### src/rtl/vend_ctrl_param_if.sv
// ---------------------------------------------------------------------------
// vend_ctrl_param_if
// Bundle of front-panel inputs and dispenser/hopper outputs of the
// parametrised vending controller.
//
// Optional macro: VEND_AUDIT_EN adds the sales_cnt / refund_cnt audit
// counters to the bundle.
//
// Signals
//   coin_a, coin_b, coin_c : debounced coin sensors, high while coin in slot
//   pay, cancel            : purchase / refund buttons, level
//   credit                 : current credit (CREDIT_W bits)
//   payok                  : one-cycle vend pulse
//   change_coin            : one-cycle pulse per smallest coin returned
//   change_busy            : high while vending or returning change
//   reject                 : one-cycle pulse when a coin is refused
//   sales_cnt, refund_cnt  : audit counters (VEND_AUDIT_EN only)
//
// Modports
//   master : front panel / test side, drives buttons and sensors
//   slave  : controller side, drives credit and the pulse outputs
// ---------------------------------------------------------------------------
interface vend_ctrl_param_if #(
  parameter int CREDIT_W = 7
) ();

  logic                coin_a;
  logic                coin_b;
  logic                coin_c;
  logic                pay;
  logic                cancel;
  logic [CREDIT_W-1:0] credit;
  logic                payok;
  logic                change_coin;
  logic                change_busy;
  logic                reject;

`ifdef VEND_AUDIT_EN
  logic [15:0]         sales_cnt;
  logic [15:0]         refund_cnt;

  modport master (
    output coin_a, coin_b, coin_c, pay, cancel,
    input  credit, payok, change_coin, change_busy, reject,
    input  sales_cnt, refund_cnt
  );

  modport slave (
    input  coin_a, coin_b, coin_c, pay, cancel,
    output credit, payok, change_coin, change_busy, reject,
    output sales_cnt, refund_cnt
  );
`else
  modport master (
    output coin_a, coin_b, coin_c, pay, cancel,
    input  credit, payok, change_coin, change_busy, reject
  );

  modport slave (
    input  coin_a, coin_b, coin_c, pay, cancel,
    output credit, payok, change_coin, change_busy, reject
  );
`endif

endinterface

### src/rtl/vend_ctrl_param.sv
// ---------------------------------------------------------------------------
// vend_ctrl_param
// Parametrised coin-operated vending controller. Accepts three coin
// denominations up to a credit ceiling, vends at a fixed price, and returns
// change (or a full refund on cancel) one smallest coin at a time, with a
// low cycle between change pulses so the hopper driver can keep up.
//
// Optional macro: VEND_AUDIT_EN adds saturating 16-bit sales and refund
// counters (bus.sales_cnt, bus.refund_cnt). Without it those counters do
// not exist and the behaviour is otherwise identical.
//
// Ports
//   ck    : clock, rising edge
//   reset : asynchronous, active-low reset
//   bus   : vend_ctrl_param_if.slave
//           inputs  coin_a, coin_b, coin_c, pay, cancel (level)
//           outputs credit, payok, change_coin, change_busy, reject
//                   (+ sales_cnt, refund_cnt with VEND_AUDIT_EN)
// ---------------------------------------------------------------------------
module vend_ctrl_param #(
  parameter int CREDIT_W   = 7,
  parameter int PRICE      = 25,
  parameter int MAX_CREDIT = 60,
  parameter int COIN_A     = 5,
  parameter int COIN_B     = 10,
  parameter int COIN_C     = 50
) (
  input logic               ck,
  input logic               reset,
  vend_ctrl_param_if.slave  bus
);

  // One extra bit of headroom so credit + coin can be compared against the
  // ceiling without wrapping.
  localparam int CW1 = CREDIT_W + 1;

  localparam logic [CREDIT_W:0]   MAX_X   = CW1'(MAX_CREDIT);
  localparam logic [CREDIT_W:0]   VAL_A_X = CW1'(COIN_A);
  localparam logic [CREDIT_W:0]   VAL_B_X = CW1'(COIN_B);
  localparam logic [CREDIT_W:0]   VAL_C_X = CW1'(COIN_C);
  localparam logic [CREDIT_W-1:0] PRICE_C = CREDIT_W'(PRICE);
  localparam logic [CREDIT_W-1:0] UNIT_C  = CREDIT_W'(COIN_A);

  typedef enum logic [1:0] {
    IDLE,
    VEND,
    CHG_LO,
    CHG_HI
  } state_t;

  state_t              state;
  logic [CREDIT_W-1:0] credit_q;
  logic                payok_q;
  logic                change_coin_q;
  logic                reject_q;

`ifdef VEND_AUDIT_EN
  logic [15:0]         sales_q;
  logic [15:0]         refund_q;
  // Set when the current change run was started by cancel, so that only
  // refunds (not change after a sale) are audited.
  logic                refund_run;
`endif

  // Input history, bit order {cancel, pay, coin_c, coin_b, coin_a}.
  logic [4:0] in_now;
  logic [4:0] in_samp;
  logic [4:0] in_prev;
  logic [4:0] rel;

  assign in_now = {bus.cancel, bus.pay, bus.coin_c, bus.coin_b, bus.coin_a};

  // Two-deep sample history per input; a release is seen when the older
  // sample is high and the newer one low.
  always_ff @(posedge ck or negedge reset) begin
    if (!reset) begin
      in_samp <= '0;
      in_prev <= '0;
    end else begin
      in_samp <= in_now;
      in_prev <= in_samp;
    end
  end

  logic                rel_cancel;
  logic                rel_pay;
  logic                any_coin;
  logic                multi_coin;
  logic [CREDIT_W:0]   coin_val;
  logic [CREDIT_W:0]   coin_sum;
  logic                coin_ok;
  logic                coin_reject;
  logic [CREDIT_W-1:0] credit_upd;

  // Coin evaluation for the IDLE state. credit_upd is the credit after the
  // coin (if accepted), and pay/cancel are judged against it in the same
  // cycle. Two or more simultaneous coins are refused as a group.
  always_comb begin
    rel        = in_prev & ~in_samp;
    rel_cancel = rel[4];
    rel_pay    = rel[3];
    any_coin   = |rel[2:0];
    multi_coin = (rel[0] & rel[1]) | (rel[0] & rel[2]) | (rel[1] & rel[2]);

    coin_val = '0;
    if (rel[0]) begin
      coin_val = VAL_A_X;
    end else if (rel[1]) begin
      coin_val = VAL_B_X;
    end else if (rel[2]) begin
      coin_val = VAL_C_X;
    end

    coin_sum    = {1'b0, credit_q} + coin_val;
    coin_ok     = any_coin && !multi_coin && (coin_sum <= MAX_X);
    coin_reject = any_coin && !coin_ok;
    credit_upd  = coin_ok ? coin_sum[CREDIT_W-1:0] : credit_q;
  end

  // Main controller. The pulse outputs default low every cycle so each one
  // is exactly one cycle wide. Outside IDLE any coin is bounced and
  // pay/cancel releases are dropped.
  always_ff @(posedge ck or negedge reset) begin
    if (!reset) begin
      state         <= IDLE;
      credit_q      <= '0;
      payok_q       <= 1'b0;
      change_coin_q <= 1'b0;
      reject_q      <= 1'b0;
`ifdef VEND_AUDIT_EN
      sales_q       <= '0;
      refund_q      <= '0;
      refund_run    <= 1'b0;
`endif
    end else begin
      payok_q       <= 1'b0;
      change_coin_q <= 1'b0;
      reject_q      <= 1'b0;

      case (state)
        IDLE: begin
          reject_q <= coin_reject;
          credit_q <= credit_upd;
          if (rel_cancel && (credit_upd != '0)) begin
            state <= CHG_LO;
`ifdef VEND_AUDIT_EN
            refund_run <= 1'b1;
`endif
          end else if (rel_pay && (credit_upd >= PRICE_C)) begin
            credit_q <= credit_upd - PRICE_C;
            payok_q  <= 1'b1;
            state    <= VEND;
`ifdef VEND_AUDIT_EN
            refund_run <= 1'b0;
            if (sales_q != 16'hFFFF) begin
              sales_q <= sales_q + 16'd1;
            end
`endif
          end
        end

        VEND: begin
          reject_q <= any_coin;
          state    <= (credit_q == '0) ? IDLE : CHG_LO;
        end

        CHG_LO: begin
          reject_q <= any_coin;
          if (credit_q == '0) begin
            state <= IDLE;
          end else begin
            credit_q      <= credit_q - UNIT_C;
            change_coin_q <= 1'b1;
            state         <= CHG_HI;
`ifdef VEND_AUDIT_EN
            if (refund_run && (refund_q != 16'hFFFF)) begin
              refund_q <= refund_q + 16'd1;
            end
`endif
          end
        end

        CHG_HI: begin
          reject_q <= any_coin;
          state    <= CHG_LO;
        end

        default: begin
          state <= IDLE;
        end
      endcase
    end
  end

  assign bus.credit      = credit_q;
  assign bus.payok       = payok_q;
  assign bus.change_coin = change_coin_q;
  assign bus.reject      = reject_q;
  assign bus.change_busy = (state != IDLE);

`ifdef VEND_AUDIT_EN
  assign bus.sales_cnt   = sales_q;
  assign bus.refund_cnt  = refund_q;
`endif

endmodule

### src/flat_wrapper.sv
// flat-port wrapper written by rule: the top's interface ports become plain ports
module vend_ctrl_param_flat 
#(
  parameter int CREDIT_W   = 7,
  parameter int PRICE      = 25,
  parameter int MAX_CREDIT = 60,
  parameter int COIN_A     = 5,
  parameter int COIN_B     = 10,
  parameter int COIN_C     = 50
)
  (ck, reset, bus_coin_a, bus_coin_b, bus_coin_c, bus_pay, bus_cancel, bus_credit, bus_payok, bus_change_coin, bus_change_busy, bus_reject);
  vend_ctrl_param_if #(.CREDIT_W(CREDIT_W)) bus_i ();
  input logic ck;
  input logic reset;
  input wire logic [$bits(bus_i.coin_a)-1:0] bus_coin_a;
  input wire logic [$bits(bus_i.coin_b)-1:0] bus_coin_b;
  input wire logic [$bits(bus_i.coin_c)-1:0] bus_coin_c;
  input wire logic [$bits(bus_i.pay)-1:0] bus_pay;
  input wire logic [$bits(bus_i.cancel)-1:0] bus_cancel;
  output wire logic [$bits(bus_i.credit)-1:0] bus_credit;
  output wire logic [$bits(bus_i.payok)-1:0] bus_payok;
  output wire logic [$bits(bus_i.change_coin)-1:0] bus_change_coin;
  output wire logic [$bits(bus_i.change_busy)-1:0] bus_change_busy;
  output wire logic [$bits(bus_i.reject)-1:0] bus_reject;
  assign bus_i.coin_a = bus_coin_a;
  assign bus_i.coin_b = bus_coin_b;
  assign bus_i.coin_c = bus_coin_c;
  assign bus_i.pay = bus_pay;
  assign bus_i.cancel = bus_cancel;
  assign bus_credit = bus_i.credit;
  assign bus_payok = bus_i.payok;
  assign bus_change_coin = bus_i.change_coin;
  assign bus_change_busy = bus_i.change_busy;
  assign bus_reject = bus_i.reject;
  vend_ctrl_param #(.CREDIT_W(CREDIT_W), .PRICE(PRICE), .MAX_CREDIT(MAX_CREDIT), .COIN_A(COIN_A), .COIN_B(COIN_B), .COIN_C(COIN_C)) u_core (.ck(ck), .reset(reset), .bus(bus_i));
endmodule
### config.mk
export PLATFORM = sky130hd
export DESIGN_NAME = vend_ctrl_param_flat
export DESIGN_NICKNAME = d
export VERILOG_FILES = /design/src/rtl/vend_ctrl_param_if.sv /design/src/rtl/vend_ctrl_param.sv /design/src/flat_wrapper.sv
export SDC_FILE = /design/constraint.sdc
export NUM_CORES = 1
export LEC_CHECK = 0
export CORE_MARGIN = 3
export CORE_UTILIZATION = 55
export CTS_CLUSTER_DIAMETER = 150
export DETAILED_ROUTE_END_ITERATION = 16
export GPL_ROUTABILITY_DRIVEN = 0
export PLACE_DENSITY = 0.78
export SYNTH_ARGS = -nofsm -noshare
export SYNTH_HDL_FRONTEND = slang
export SYNTH_SLANG_ARGS = --single-unit
### constraint.sdc
create_clock -name ck -period 5.2 [get_ports ck]
set_clock_uncertainty 0.15 [all_clocks]
set_input_delay 1.56 -clock ck [delete_from_list [all_inputs] [get_ports ck]]
set_output_delay 1.56 -clock ck [all_outputs]
set_load 0.005 [all_outputs]
==> flow_summary.toml, run 1 <==
[run_status]
status = "finished, final reports clean"

[pwr]
combPwrFrac_pct = 61.3
powerDensity_mw_per_mm2 = 569
switchingPower_mw = 0.533
netSwitchingFraction_pct = 46.4
intPower_mw = 0.615
power.static_leakage_nw = 0.862
vdd.ir_drop.worst_mv = 0.278
clkPwrFrac_pct = 11.6
power_mw = 1.15
seq_power_share_pct = 27.1

[logic_synthesis]
syn-mean-instance-area_um2 = 9.71
ys_ff_latch = 22
syn_inst = 182
yosysWarnings = 0
syn_area_mm2 = 0.00177
async_flop_share_pct = 100
ys_types = 67
synth_nets = 199
synth_edf_count = 0
synthFlopType = "dfrtp_1"
yosysSeqAreaShare_pct = 31.2

[cells_and_area]
nNetsFinal = 214
diodes = 0
fin_cells = 238
drive_above_1_share_pct = 14.3
design_area_mm2 = 0.00202
syn_to_final_growth_pct = 14.1

[routing]
drtAntennaViolNets = 0
viasPerCell = 6.14
vias = 1462
first_pass_iters = 4
drt-initial-drc-count = 100
drt-wirelength-per-cell_um = 17.3
drc_errors = 0
wirelength_mm = 4.12

[worst_setup_path]
cp-end-kind = "flop"
path_class = "flop to flop"
worstSetupStartpointType = "flop"
crit_required_ps = 5280
critPathArrivalTime_ps = 4880
critPathMaxFanout = 6

[clock_network]
numCtsBuffers = 3
hold_buffers = 0
cts_tree = "yes"
clk_pin_slew_worst_paths_ps = 120
clockBufferDepth = 2
clkLatencyLatePin_ps = 320
clockRootBuffer = "clkbuf_4"
htreeDepth = 1
cts.sinks = 22

[placed_design]
io_buffers = 17
placed_cells = 233
placed_area_mm2 = 0.00195
dpl.hpwl_mm = 3.14

[min_path]
holdCritPathClass = "flop to flop"

[timing]
min_period_over_period_pct = 92.4
setup_viol = 0
slew_viol_final = 0
fin_tns_setup_ps = 0
max_freq_ghz = 0.208
hold_viol = 0
slew_headroom_pct = 33.7
rsz0062_at_grt = "false"
tightestPinTransition_ps = 991
whs_ps = 234
period_needed_ps = 4800

[global_routing]
overflow = 0
grt_pass1_vias = 1514
grt_max_degree = 23
track_usage_pct = 22.1
antenna_found_initial = 0
grt_pass1_wl_mm = 7.02

[floorplanning]
coreArea_mm2 = 0.00290
num_rows = 19
initial_core_util_pct = 60.9
die_w_um = 62.7
pin_count = 18
die_y_um = 62.7
die_area_mm2 = 0.00393

[flow_run]
cap_violations = 0
==> synthesized netlist by cell type (all sizes together), types with 3 or more instances <==
cell type,instances,share of area [%]
mux2i,6,3.4
or2,3,1.2
nor3,5,2.1
a211oi,3,1.6
a21o,5,2.2
xnor2,4,2.0
clkbuf,6,1.3
nor4,3,1.1
xor2,3,1.5
buf,3,1.3
nor2,15,3.3
inv,11,2.5
o21ai,7,2.2
nand4,4,1.4
nand2b,7,2.9
a22oi,6,3.3
nand2,11,2.3
mux2,3,2.1
a211o,3,1.5
a21oi,5,1.4
nand3,4,1.1
ha,9,6.4
dfrtp,22,31
==> sequential cells by signal, indices dropped and copies added, names as in the netlist <==
name,flops
u_core.bus.credit,7
u_core.in_prev,5
u_core.in_samp,5
u_core.state,2
u_core.bus.change_coin,1
u_core.bus.payok,1
u_core.bus.reject,1
==> metrics by stage <==
step | setup slack (ps) | util [%]
final | 397 | 69.5
after global routing | 82.3 | 69.5
after CTS | 291 | 69.1
after detailed placement | 330 | 67.3
after global placement | 537 | 67.3
after floorplan | 894 | -
==> worst max-delay path, cell delays in order (launching register included) <==
cell	delay (ps)
dfrtp_1	400
nor2b_1	190
nor2_1	180
nor2_1	100
fa_1	440
a21o_1	200
a21oi_1	360
a21oi_1	150
or3_1	450
a22oi_4	330
mux2i_2	380
ha_1	190
a21boi_0	170
o22ai_1	100
a211oi_2	290
mux2_1	360
a221oi_1	290
==> power groups by stage <==
| stage | registers [mW] | logic (mW) | clock network, mW |
|---|---|---|---|
| after floorplan | 0.253 | 0.553 | 0 |
| after global placement | 0.307 | 0.653 | 0 |
| after detailed placement | 0.310 | 0.675 | 0 |
| after CTS | 0.306 | 0.684 | 0.135 |
| after global routing | 0.321 | 0.776 | 0.142 |
| final | 0.311 | 0.704 | 0.133 |
==> logic make-up (layout without fill, tap and decap cells) <==
group | after synthesis | in the layout | share of synthesized area [%]
buffers and inverters | 20 | 34 | 5.03
adders and majority gates | 10 | 10 | 7.51
AOI/OAI and AO/OA | 51 | 51 | 25.9
and+or+nand+nor | 62 | 62 | 20.1
DFF | 22 | 22 | 31.2
xor gates and xnor gates | 8 | 8 | 4.82
muxes | 9 | 9 | 5.52
==> routing by layer <==
metal / vias up / part of all wire (%) / routed length [um] / GRT usage, %
met4: 0 / 2.1 / 88 / 10.5
met5: - / 0 / 0 / 0
met3: 8 / 4.9 / 203 / 3.06
li1: 706 / - / - / -
met2: 47 / 51 / 2100 / 38.7
met1: 701 / 42 / 1730 / 26.6
==> timing repair <==
item | in CTS | in global routing
gates resized for setup | 0 | 1
buffers inserted | 0 | 1
setup endpoints to repair | 0 | 1
==> final timing paths <==
kind                       slack [ps]                   end         startpoint  cells after the start
setup / recovery                  400  u_core.bus.credit[1]  u_core.in_prev[2]                     16
hold / removal                    230     u_core.in_prev[3]  u_core.in_samp[3]                      0
setup reg to reg                  400  u_core.bus.credit[1]  u_core.in_prev[2]                     16
hold reg to reg                   230     u_core.in_prev[3]  u_core.in_samp[3]                      0
max in group asynchronous        2680     u_core.bus.reject              reset                      1
min in group asynchronous        1620  u_core.bus.credit[5]              reset                      1
==> cells in the final DEF (no fill, tap or decap), types with 3 or more instances in the layout <==
cell type and count:
ha_1 9, mux2i_1 5, nand3_1 4, a211o_1 3
nor4_1 3, nand4_1 4, nor2_1 14, xor2_1 3
nand2b_1 6, o21ai_0 4, nand2_1 11, inv_1 10
clkbuf_4 3, a21o_1 4, dfrtp_1 22, xnor2_1 4
clkdlybuf4s50_1 17, a21oi_1 5, nor3_1 4, a22oi_1 5
==> final cells by class <==
type	count	area [um2]
Multi-Input combinational cell	140	1130
Fill cell	228	885
Timing Repair Buffer	19	185
Clock buffer	3	22.5
Clock inverter	1	30.0
Inverter	11	43.8
Sequential cell	22	551
Tap cell	42	52.6
(Power assumes the default switching activity.)
==> run 2, diff against run 1 <==
- SLEW_MARGIN: not set -> 20
==> results of run 2 <==
Same layout as run 1: the final DEF is identical, and so are final timing and power.
